==> config.mk <==
export PLATFORM = sky130hd
export DESIGN_NAME = digit_scan_ctrl
export DESIGN_NICKNAME = d
export VERILOG_FILES = /design/src/rtl/scan_pkg.sv /design/src/rtl/dec24_n.sv /design/src/rtl/digit_scan_ctrl.sv
export SDC_FILE = /design/constraint.sdc
export NUM_CORES = 1
export LEC_CHECK = 0
export CAP_MARGIN = 0
export CORE_ASPECT_RATIO = 0.7
export CORE_UTILIZATION = 30
export CTS_BUF_LIST = sky130_fd_sc_hd__clkbuf_2 sky130_fd_sc_hd__clkbuf_4 sky130_fd_sc_hd__clkbuf_8
export DETAILED_ROUTE_END_ITERATION = 7
export HOLD_SLACK_MARGIN = 0.05
export PLACE_DENSITY = 0.47
export SLEW_MARGIN = 10
export SYNTH_ARGS = -nofsm -noshare
export SYNTH_HDL_FRONTEND = slang
export SYNTH_HIERARCHICAL = 1
export SYNTH_SLANG_ARGS = --single-unit
export TNS_END_PERCENT = 30
==> constraint.sdc <==
create_clock -name clk -period 4.4 [get_ports clk]
set_clock_uncertainty 0.15 [all_clocks]
set_input_delay 0.66 -clock clk [delete_from_list [all_inputs] [get_ports clk]]
set_output_delay 0.66 -clock clk [all_outputs]
set_load 0.01 [all_outputs]
==> src/rtl/scan_pkg.sv <==
// scan_pkg: shared constants and types for the digit scan controller
package scan_pkg;
  localparam logic [3:0] AN_OFF = 4'b1111;
  localparam int NDIG = 4;
  localparam int NIB_W = 4;
  typedef logic [1:0] digit_idx_t;
  typedef enum logic {IDLE, PEND} shd_state_t;
endpackage

==> src/rtl/dec24_n.sv <==
// dec24_n: combinational 2-to-4 decoder with active-low one-hot output
module dec24_n
  import scan_pkg::*;
(
  input  digit_idx_t w,
  output logic [3:0] y
);
  assign y = ~(4'b0001 << w);
endmodule

==> src/rtl/digit_scan_ctrl.sv <==
// digit_scan_ctrl: 4-digit common-anode scan controller with tear-free word updates
// Optional SCAN_GHOST_GUARD_EN blanks an_n for the first GUARD cycles of every slot.
module digit_scan_ctrl
  import scan_pkg::*;
#(
  parameter int DIV = 50000,
  parameter int GUARD = 2
) (
  input  logic                    clk,
  input  logic                    rst,
  input  logic                    load,
  input  logic [NDIG*NIB_W-1:0]   din,
  output logic                    ack,
  output logic [3:0]              an_n,
  output logic [NIB_W-1:0]        digit,
  output logic [1:0]              idx
);
  localparam int CW = DIV > 1 ? $clog2(DIV) : 1;
`ifdef SCAN_GHOST_GUARD_EN
  localparam bit GUARD_ON = 1'b1;
`else
  localparam bit GUARD_ON = 1'b0;
`endif
  localparam logic [3:0] AN_RST = (GUARD_ON && GUARD > 0) ? AN_OFF : 4'b1110;
  logic [CW-1:0] r_cnt, w_cnt_nxt;
  logic w_tick, w_fe, w_ack_nxt, r_ack;
  digit_idx_t r_idx, w_idx_nxt;
  logic [3:0] w_dec, w_an_nxt, r_an_n;
  logic [NIB_W-1:0] r_digit;
  logic [NDIG*NIB_W-1:0] r_disp, w_disp_nxt, r_pw, w_pw_nxt;
  shd_state_t r_state, w_state_nxt;
  assign w_tick = r_cnt == CW'(DIV - 1);
  assign w_cnt_nxt = w_tick ? '0 : r_cnt + 1'b1;
  assign w_idx_nxt = w_tick ? r_idx + 2'd1 : r_idx;
  assign w_fe = w_tick && r_idx == 2'd3;
  dec24_n u_dec (.w(w_idx_nxt), .y(w_dec));
  // Outputs are built from next-state values so they change on the same edge as idx
  assign w_an_nxt = (GUARD_ON && int'(w_cnt_nxt) < GUARD) ? AN_OFF : w_dec;
  always_comb begin
    w_state_nxt = r_state;
    w_pw_nxt = r_pw;
    w_disp_nxt = r_disp;
    w_ack_nxt = 1'b0;
    if (w_fe && (load || r_state == PEND)) begin
      w_disp_nxt = load ? din : r_pw;
      w_ack_nxt = 1'b1;
      w_state_nxt = IDLE;
    end else if (load) begin
      w_pw_nxt = din;
      w_state_nxt = PEND;
    end
  end
  always_ff @(posedge clk) begin
    if (rst) begin
      r_cnt <= '0;
      r_idx <= '0;
      r_state <= IDLE;
      r_pw <= '0;
      r_disp <= '0;
      r_ack <= 1'b0;
      r_an_n <= AN_RST;
      r_digit <= '0;
    end else begin
      r_cnt <= w_cnt_nxt;
      r_idx <= w_idx_nxt;
      r_state <= w_state_nxt;
      r_pw <= w_pw_nxt;
      r_disp <= w_disp_nxt;
      r_ack <= w_ack_nxt;
      r_an_n <= w_an_nxt;
      r_digit <= w_disp_nxt[NIB_W*w_idx_nxt +: NIB_W];
    end
  end
  assign ack = r_ack;
  assign an_n = r_an_n;
  assign digit = r_digit;
  assign idx = r_idx;
endmodule

== After elaboration in Yosys (flattened, before gate mapping) ==
Cells that the tools add are included.
Widths: inputs -> output; s select.
Operators by class
  shifts and indexed selects: 2
  mux-type cells: 4
  equal/unequal tests: 2
  $add $sub $neg: 2
  bitwise gates (word level): 1
  reduce and logical (&&, ||, !) cells: 5
Operators by type and width (number)
  $mux 16: 2
  $add 16x1->16 const B: 1
  $eq 16x16->1 const B: 1
  $shiftx 16x5->4: 1
  $not 4->4: 1
  $reduce_or 2->1: 2
  $shl 1x2->4 const A: 1
  $add 2x1->2 const B: 1
  $eq 2x2->1 const B: 1
  $logic_and 1x1->1: 2
  $mux 2: 1
  $logic_or 1x1->1: 1
  $mux 1: 1
Word-level totals
  input port bits: 19
  register bits: 60
  output and inout port bits: 11

== Logic depth before layout (Yosys ltp) ==
Gate-level depths: netlist of run 1.
  word-level depth: 5
  gate-level depth with buffers: 8
  mapped depth without buffers: 6

== Cells and area by module ==
The synthesis of run 1 kept the hierarchy.
Modules (own cells, without submodules)
  digit_scan_ctrl: instances 1, cells each 301, area each 3045.4 um^2
  dec24_n: instances 1, cells each 4, area each 22.5 um^2

== Worst setup path before layout of run 1 ==
Ideal clock, no wire load.
  path type: register to register
  from: reg r_cnt[0]
  to: reg r_an_n[1] (netlist: an_n[1])
  arrival time: 2159 ps
  path buffers: 2
  path slack: 1967 ps
  stages on the path, launching flop included: 9
  required time: 4127 ps
  path through: dfxtp_1 ha_1 and3_1 clkbuf_1 nand4b_1 buf_1 mux2_2 nand2b_1 or2_2
Between the ends
  word-level cells in the longest chain between the ends: 4
Ends and longest elaborated chain
  start, declared: RTL line digit_scan_ctrl.sv:25  | logic [CW-1:0] r_cnt, w_cnt_nxt;
  start signal, assigned: RTL line digit_scan_ctrl.sv:64  | r_cnt <= w_cnt_nxt;
  $eq 16x16->1: RTL line digit_scan_ctrl.sv:32  | assign w_tick = r_cnt == CW'(DIV - 1);
  $mux 2: RTL line digit_scan_ctrl.sv:34  | assign w_idx_nxt = w_tick ? r_idx + 2'd1 : r_idx;
  net w_idx_nxt[1]: RTL line digit_scan_ctrl.sv:27  | digit_idx_t r_idx, w_idx_nxt;
  $shl 1x2->4: RTL line dec24_n.sv:8  | assign y = ~(4'b0001 << w);
  $not 4->4: RTL line dec24_n.sv:8
  net w_an_nxt[1]: RTL line digit_scan_ctrl.sv:28  | logic [3:0] w_dec, w_an_nxt, r_an_n;
  end signal, assigned: RTL line digit_scan_ctrl.sv:70  | r_an_n <= w_an_nxt;
  end, declared: RTL line digit_scan_ctrl.sv:28
The timed path passes the listed nets, and every way through them passes these cells.
A chain may end at the register's enable or synchronous reset.

== Worst setup path in the final report of run 1 ==
  from: reg r_cnt[11]
  to: reg r_disp[8]
Between the ends
  word-level cells in the longest chain between the ends: 4
Ends and longest elaborated chain
  $eq 16x16->1: RTL line digit_scan_ctrl.sv:32
  $logic_and 1x1->1: RTL line digit_scan_ctrl.sv:35  | assign w_fe = w_tick && r_idx == 2'd3;
  $logic_and 1x1->1: RTL line digit_scan_ctrl.sv:44  | if (w_fe && (load || r_state == PEND)) begin
  $mux 16: RTL line digit_scan_ctrl.sv:44
  end signal, assigned: RTL line digit_scan_ctrl.sv:68  | r_disp <= w_disp_nxt;
  end, declared: RTL line digit_scan_ctrl.sv:30  | logic [NDIG*NIB_W-1:0] r_disp, w_disp_nxt, r_pw, w_pw_nxt;
No other way between the ends.

==> impl_metrics.yaml, run 1 <==
route:
  antenna_left: 0
  initialDrtViolationCount: 134
  wirelength_um: 6680
  drt_pre_antenna_iters: 4
  vias_per_cell: 4.90
  vias: 2261
  wl_per_cell_um: 14.5
  drc_errors: 0
clocking:
  ctsResizeCount: 0
  clock-sinks: 60
  cts_root_buffer: "clkbuf_8"
  post_cts_buffers: 0
  cts_buffer_depth: 2
  cts_tree: "built"
  clk_pin_slew_ps: 70
  cts_buffers: 9
  cts_hold_buffers: 0
  clk-insertion-delay-late_ps: 340
  htree_levels: 3
worst_setup_path:
  slowest_delay_ps: 730
  crit_fanout: 33
  end_kind: "flop"
  start_kind: "flop"
  slowest_stage: "or4_1"
  path_cells: "or4b_1, or4_1, nor2_8, nor2_1, a211oi_2"
  required_ps: 4510
  worstSetupPathType: "reg -> reg"
  cp.arrival_ps: 2800
global_routing:
  antenna_found_initial: 0
  grt_pass1_wl_um: 11200
  overflow: 0
  grt_start_max_net_pins: 47
  grt_usage_pct: 14.0
  grt_pass1_vias: 2110
pwr:
  cellPowerDensity_nw_per_um2: 309
  leakagePower_nw: 1.34
  switchingPower_uw: 257
  switching_share_pct: 22.9
  p_seq_share_pct: 50.2
  cell_internal_pwr_uw: 866
  peakVddDrop_mv: 0.139
  power_frac_comb_pct: 7.5
  p_clk_share_pct: 42.3
die:
  num_rows: 30
  die_w_um: 123
  ios: 30
  die_h_um: 86.6
  initial_core_util_pct: 31.3
  core_um2: 9800
  fp.dieArea_um2: 10600
placement:
  place_ws_ps: 1460
  dp_hpwl_um: 4590
  place_congestion: 0.735
  portBuffers: 29
timing:
  slew_headroom_pct: 50.3
  finalSetupTns_ps: 0
  fin_ws_ps: 1710
  setup_viol: 0
  hold_viol_final: 0
  fin_crit_sh_pct: 61.1
  fmax_mhz: 372
  final_max_slew_viol_count: 0
  fin_crit_ps: 2690
  tightest_slew_ps: 745
  rsz0062_at_grt: "false"
logic_synthesis:
  ys_ff_latch: 60
  synth_top_cell_by_area: "dfxtp_1"
  synth_top_flop_cell: "dfxtp_1"
  syn_avg_cell_area_um2: 10.1
  synth_area_um2: 3070
  yosysWarnings: 6
  ys_types: 41
  syn_inst: 305
  synthTopCellsByCount: "dfxtp_1 (60), nor2_1 (50), mux2i_1 (44), a211oi_2 (13), mux2_2 (13)"
  synth_edf_count: 0
  yosysSeqAreaShare_pct: 39.2
  synth_top_area_share_pct: 39.2
  yosysMostFrequentCell: "dfxtp_1"
  syn-num-nets: 326
  yosys-top-cells-area: "dfxtp_1 (39%), mux2i_1 (14%), nor2_1 (6.1%)"
  synthArstFlopShare_pct: 0
cells_and_area:
  syn2layout_area_growth_pct: 18.4
  drive_gt1_share_pct: 19.2
  nets: 350
  fillers: 980
  antenna_cells: 0
job:
  drv_cap: 0
hold_path:
  hp-class: "reg -> reg"
status:
  outcome: "complete, no violations"
[power groups by stage]
stage          registers (mW)  logic (mW)  clock network (mW)
2_1_floorplan           0.573      0.0552                   0
3_3_place_gp            0.576      0.0852                   0
3_5_place_dp            0.576      0.0855                   0
4_1_cts                 0.563      0.0859               0.495
5_1_grt                 0.565      0.0924               0.521
6_report                0.564      0.0844               0.475
[registers in the layout, indices dropped and copies added (netlist names)]
| signal | cells |
|---|---|
| r_cnt | 16 |
| ack | 1 |
| an_n | 4 |
| digit | 4 |
| r_state | 1 |
| r_disp | 16 |
| r_pw | 16 |
| idx | 2 |
[cells in the final DEF (no fill, tap or decap), types with 2 or more instances in the layout]
master and instances:
buf_4 6, a211oi_2 13, clkdlybuf4s50_1 28, dfxtp_1 60
or4b_1 2, inv_1 2, nand4_1 4, mux4_2 8
nand3_1 7, nor2_2 3, nor3_1 4, nand4b_1 2
nand2b_1 3, mux2_2 13, nand2_1 7, or3_1 2
o22ai_1 4, xor2_1 6, clkbuf_8 13, a21oi_1 10
o21ai_0 6, a22oi_1 4, ha_1 2, nor4bb_1 2
or2_2 3, xnor2_1 7, mux2i_1 44, nor2b_1 3
nor2_1 50, a211oi_1 3
[critical path, delay by kind of cell, from the launching register on]
kind             cells  cell delay (ps)
AND/OR/NAND/NOR      4             1880
AO/OA/AOI/OAI        1              210
flip-flops           1              370
[path summary, 6_finish.rpt]
path              slack, ps       from  cells past startpoint         to
hold / removal          320   r_cnt[0]                      1   r_cnt[0]
setup / recovery       1710  r_cnt[11]                      5  r_disp[8]
setup reg to reg       1710  r_cnt[11]                      5  r_disp[8]
hold reg to reg         320   r_cnt[0]                      1   r_cnt[0]
[cell type report]
cell class	instances	area, µm²	area share, %
multi-input cells	221	1740	48.0
clock buffers	14	186	5.13
clock inverters	1	5.00	0.138
flip-flops and latches	60	1200	33.1
inverters	2	7.51	0.207
repair buffers	35	330	9.09
well taps	128	160	4.41
[per-stage QoR]
stage | power, mW | util, % | cell area, µm² | cells | hold WS (ps)
3_3_place_gp | 0.661 | 35.1 | 3440 | 446 | 304
3_5_place_dp | 0.661 | 35.1 | 3440 | 446 | 308
2_1_floorplan | 0.629 | - | 3070 | 305 | 280
4_1_cts | 1.14 | 37.1 | 3630 | 461 | 322
6_report | 1.12 | 37.1 | 3630 | 461 | 315
5_1_grt | 1.18 | 37.1 | 3630 | 461 | 353
[routing by layer]
layer / share of wire [%] / global-route usage, %
met5: 0 / 0
met4: 0.76 / 5.32
met3: 4.2 / 5.07
met2: 40 / 18.9
met1: 55 / 20.0
[cells by family (layout without fill, tap and decap cells)]
logic type	Yosys count	after routing	share of synthesized area [%]
and+or+nand+nor	98	98	16.1
muxes	65	65	25.0
DFF	60	60	39.2
AOI/OAI and AO/OA	43	43	11.1
buffers and inverters	24	52	4.08
xor gates and xnor gates	13	13	3.71
adders and majority gates	2	2	0.816
Power figures use the tool's default switching activity.
==> inputs of run 2 (changes only) <==
clock period = 2.6 ns   (was 4.4 ns; I/O delays follow)
==> run 2 against run 1 <==
Effect of this change: sequential power rose by 69%; cell count grew 1.7%; power grew 70%; clock-buffer cell count up 1; critical endpoint is now r_pw[2]; critical path type unchanged; setup slack worse by 1500 ps; non-clock buffer count rose by 7; die area unchanged; combinational power is 75% higher.
==> impl_metrics.yaml, run 2 (same netlist as run 1, synthesis figures left out) <==
timing:
  slew_headroom_pct: 59.3
  fin_crit_sh_pct: 93.2
  fmax_mhz: 413
  fin_crit_ps: 2420
  tightest_slew_ps: 611
  final_max_slew_viol_count: 0
  finalSetupTns_ps: 0
  rsz0062_at_grt: "false"
  setup_viol: 0
  hold_viol_final: 0
worst_setup_path:
  end_kind: "flop"
  cp.arrival_ps: 2480
  worstSetupPathType: "reg -> reg"
  crit_family: "simple AND/OR/NAND/NOR gates"
  start_kind: "flop"
  crit_buf_inv: 2
  slowest_stage: "or4b_1"
  cp_common_cell: "buf_4"
  required_ps: 2660
  slowest_delay_ps: 530
  path_cells: "or4b_1, nand4b_1, buf_4, o21ai_2, buf_4, mux2i_1, nor2_1"
  crit_fanout: 12
global_routing:
  grt_pass1_wl_um: 11100
  grt_usage_pct: 14.1
  grt_start_max_net_pins: 46
  antenna_found_initial: 0
  overflow: 0
  grt_pass1_vias: 2148
clocking:
  cts_hold_buffers: 0
  clock-sinks: 60
  post_cts_buffers: 0
  cts_tree: "built"
  cts_buffers: 9
  clk-insertion-delay-late_ps: 340
  htree_levels: 3
  ctsResizeCount: 0
  cts_root_buffer: "clkbuf_8"
  clk_pin_slew_ps: 60
  cts_buffer_depth: 2
pwr:
  leakagePower_nw: 1.38
  cellPowerDensity_nw_per_um2: 516
  peakVddDrop_mv: 0.285
  p_total_mw: 1.91
route:
  initialDrtViolationCount: 111
  drt_pre_antenna_iters: 4
  drc_errors: 0
  vias: 2276
  antenna_left: 0
  vias_per_cell: 4.85
  wl_per_cell_um: 14.5
  wirelength_um: 6790
cells_and_area:
  antenna_cells: 0
  syn2layout_area_growth_pct: 21.0
  nets: 357
  final_common_cell: "dfxtp_1"
  fillers: 966
  mostFrequentLayoutCells: "dfxtp_1 (60), nor2_1 (50), mux2i_1 (44)"
  drive_gt1_share_pct: 21.1
  reg_top3: "r_cnt x16, r_disp x16, r_pw x16"
placement:
  dp_hpwl_um: 4690
  portBuffers: 29
  place_congestion: 0.718
status:
  outcome: "complete, no violations"
die:
  ios: 30
  num_rows: 30
  fp.dieArea_um2: 10600
  initial_core_util_pct: 31.3
  die_h_um: 86.6
  core_um2: 9800
  die_w_um: 123
hold_path:
  hp-class: "reg -> reg"
job:
  drv_cap: 0
run 2: cell count changes in the layout (fill, tap and decap cells not counted), sizes merged:
cell	before	now
buf	7	14
clkbuf	14	15
run 2: path summary, 6_finish.rpt:
kind	slack, ps	to	from	depth (start not counted)
max	180	r_pw[2]	r_cnt[7]	7
min reg2reg	310	r_cnt[0]	r_cnt[0]	1
max reg2reg	180	r_pw[2]	r_cnt[7]	7
min	310	r_cnt[0]	r_cnt[0]	1
run 2: cell type report:
cell class / count / area [µm²] / share of cell area, %
Clock buffer: 15 / 188 / 5.06
Tap cell: 128 / 160 / 4.32
Sequential cell: 60 / 1200 / 32.4
Multi-Input combinational cell: 221 / 1740 / 46.9
Clock inverter: 1 / 5.00 / 0.135
Timing Repair Buffer: 42 / 408 / 11.0
Inverter: 2 / 7.51 / 0.202
run 2: routing by layer:
layer | up-vias | share of wire, % | GRT usage, %
met5 | - | 0 | 0
li1 | 1150 | - | -
met2 | 37 | 40 | 18.4
met4 | 0 | 0.56 | 5.65
met1 | 1087 | 55 | 20.5
met3 | 2 | 3.6 | 5.00
run 2: where the power goes:
group	switching, mW	leakage [nW]	internal (mW)
clock	0.358	0.104	0.455
sequential	0.0145	0.487	0.939
combinational	0.0713	0.793	0.0770
total	0.443	1.38	1.47
run 2: metrics by stage:
| stage | area, µm² | hold WS [ps] | cells | worst slack, ps | utilization, % |
|---|---|---|---|---|---|
| global placement | 3520 | 304 | 453 | 218 | 35.9 |
| finish | 3710 | 314 | 469 | 176 | 37.9 |
| detailed placement | 3520 | 301 | 453 | 180 | 35.9 |
| global route | 3710 | 378 | 469 | 1.02 | 37.9 |
| CTS | 3710 | 315 | 469 | 161 | 37.9 |
| floorplan | 3070 | 280 | 305 | 167 | - |
==> inputs of run 3 (changes only) <==
GPL_TIMING_DRIVEN = 0   (was default)
TNS_END_PERCENT = 50   (was 30)
==> run 3 against run 2 <==
Effect of this change: fmax increased by 0.12%; cell area about the same; register-to-register slack about the same; combinational power increased by 3%; critical path depth decreased by 1; worst hold slack got worse by 69 ps; first-iteration DRC count increased by 6.3%; via count increased by 2.1%; utilization about the same; highest routed layer unchanged.
==> impl_metrics.yaml, run 3 (same netlist as run 1, synthesis figures left out) <==
route:
  vias: 2324
  vias_per_cell: 4.88
  antenna_left: 0
  drt_pre_antenna_iters: 4
  initialDrtViolationCount: 118
  wirelength_um: 7570
  drc_errors: 0
  wl_per_cell_um: 15.9
cells_and_area:
  fillers: 966
  drive_gt1_share_pct: 20.4
  syn2layout_area_growth_pct: 21.0
  ff_latch_area_um2: 1200
  reg_top3: "r_cnt x16, r_disp x16, r_pw x16"
  nets: 364
  mostFrequentLayoutCells: "dfxtp_1 (60), nor2_1 (50), mux2i_1 (44)"
  multi_input_area_um2: 1750
  instances_no_fill: 476
  antenna_cells: 0
  final_common_cell: "dfxtp_1"
clocking:
  cts_buffer_depth: 2
  clk-insertion-delay-late_ps: 350
  cts_buffers: 9
  post_cts_buffers: 0
  cts_root_buffer: "clkbuf_8"
  htree_levels: 3
  clock-sinks: 60
  cts_tree: "built"
  clk_pin_slew_ps: 60
placement:
  place_ws_ps: -169
  dp_cells: 460
  dp_hpwl_um: 5400
  place_congestion: 0.760
  portBuffers: 27
worst_setup_path:
  required_ps: 2680
  cp.arrival_ps: 2500
  rr_worst_depth: 6
  end_kind: "flop"
  worstSetupPathType: "reg -> reg"
  start_kind: "flop"
  crit_fanout: 10
  worstSetupStartpoint: "r_cnt[7]"
  worstReg2RegStart: "r_cnt[7]"
  r2r-end: "an_n[1]"
  ff2ff_setup_slack_ps: 180
timing:
  finalHoldWorstSlack_ps: 245
  finalSetupTns_ps: 0
  fin_crit_sh_pct: 93.1
  slew_headroom_pct: 44.7
  fin_crit_ps: 2420
  tightest_slew_ps: 829
  final_max_slew_viol_count: 0
  fin_ws_ps: 179
  setup_viol: 0
  fmax_mhz: 413
  hold_viol_final: 0
  rsz0062_at_grt: "false"
die:
  num_rows: 30
  ios: 30
  fp.dieArea_um2: 10600
  initial_core_util_pct: 31.3
  die_h_um: 86.6
  die_w_um: 123
  core_um2: 9800
job:
  drv_cap: 0
global_routing:
  grt_usage_pct: 15.9
  antenna_found_initial: 0
  grt_start_max_net_pins: 11
  grt_pass1_vias: 2251
  overflow: 0
  grt_pass1_wl_um: 12400
pwr:
  cellPowerDensity_nw_per_um2: 517
  p_total_mw: 1.92
  leakagePower_nw: 1.38
  peakVddDrop_mv: 0.233
hold_path:
  min_path_cells: 2
  hp-class: "in -> reg"
  min_to: "idx[1]"
  hp-start: "rst"
status:
  outcome: "complete, no violations"
run 3: worst max-delay path: stages (launching register included):
cell and delay (ps):
dfxtp_1 330, or4b_1 550, nand4b_1 320, buf_6 240
mux2_2 320, nand2b_1 140, or2_2 270
run 3: layout make-up:
| cell class | instances | area share (%) |
|---|---|---|
| multi-input cells | 221 | 47.1 |
| flip-flops and latches | 60 | 32.3 |
| repair buffers | 27 | 7.28 |
| clock buffers | 15 | 5.05 |
| well taps | 128 | 4.31 |
| plain buffers | 22 | 3.57 |
| inverters | 2 | 0.202 |
| clock inverters | 1 | 0.135 |
run 3: worst max path at each step:
| stage | slack (ps) | cells past startpoint | end |
|---|---|---|---|
| final | 180 | 6 | an_n[1] |
| after global routing | 10 | 8 | an_n[1] |
| after CTS | 30 | 7 | digit[3] |
| after detailed placement | -170 | 8 | an_n[1] |
| after global placement | -210 | 8 | an_n[1] |
| after floorplan | 170 | 8 | an_n[1] |
run 3: power by group:
group | switching [mW] | total [mW] | internal, mW
Clock | 0.357 | 0.812 | 0.455
Sequential | 0.0145 | 0.954 | 0.939
Combinational | 0.0787 | 0.152 | 0.0737
Total | 0.450 | 1.92 | 1.47
run 3: timing repair:
action	CTS	global route
hold buffers	0	0
resized for setup	3	7
pin swaps	1	1
setup endpoints to repair	25	6
run 3: metal layers:
metal | share of wire (%) | wire [µm] | global-route usage [%]
met2 | 40 | 3020 | 21.3
met3 | 3.7 | 281 | 5.00
met4 | 1.2 | 89 | 4.99
met5 | 0 | 0 | 0
met1 | 55 | 4180 | 23.7
run 3: per-stage QoR:
| stage | instance area [µm²] | utilization, % |
|---|---|---|
| floorplan | 3070 | - |
| global placement | 3500 | 35.7 |
| detailed placement | 3500 | 35.7 |
| CTS | 3700 | 37.8 |
| global route | 3710 | 37.9 |
| finish | 3710 | 37.9 |
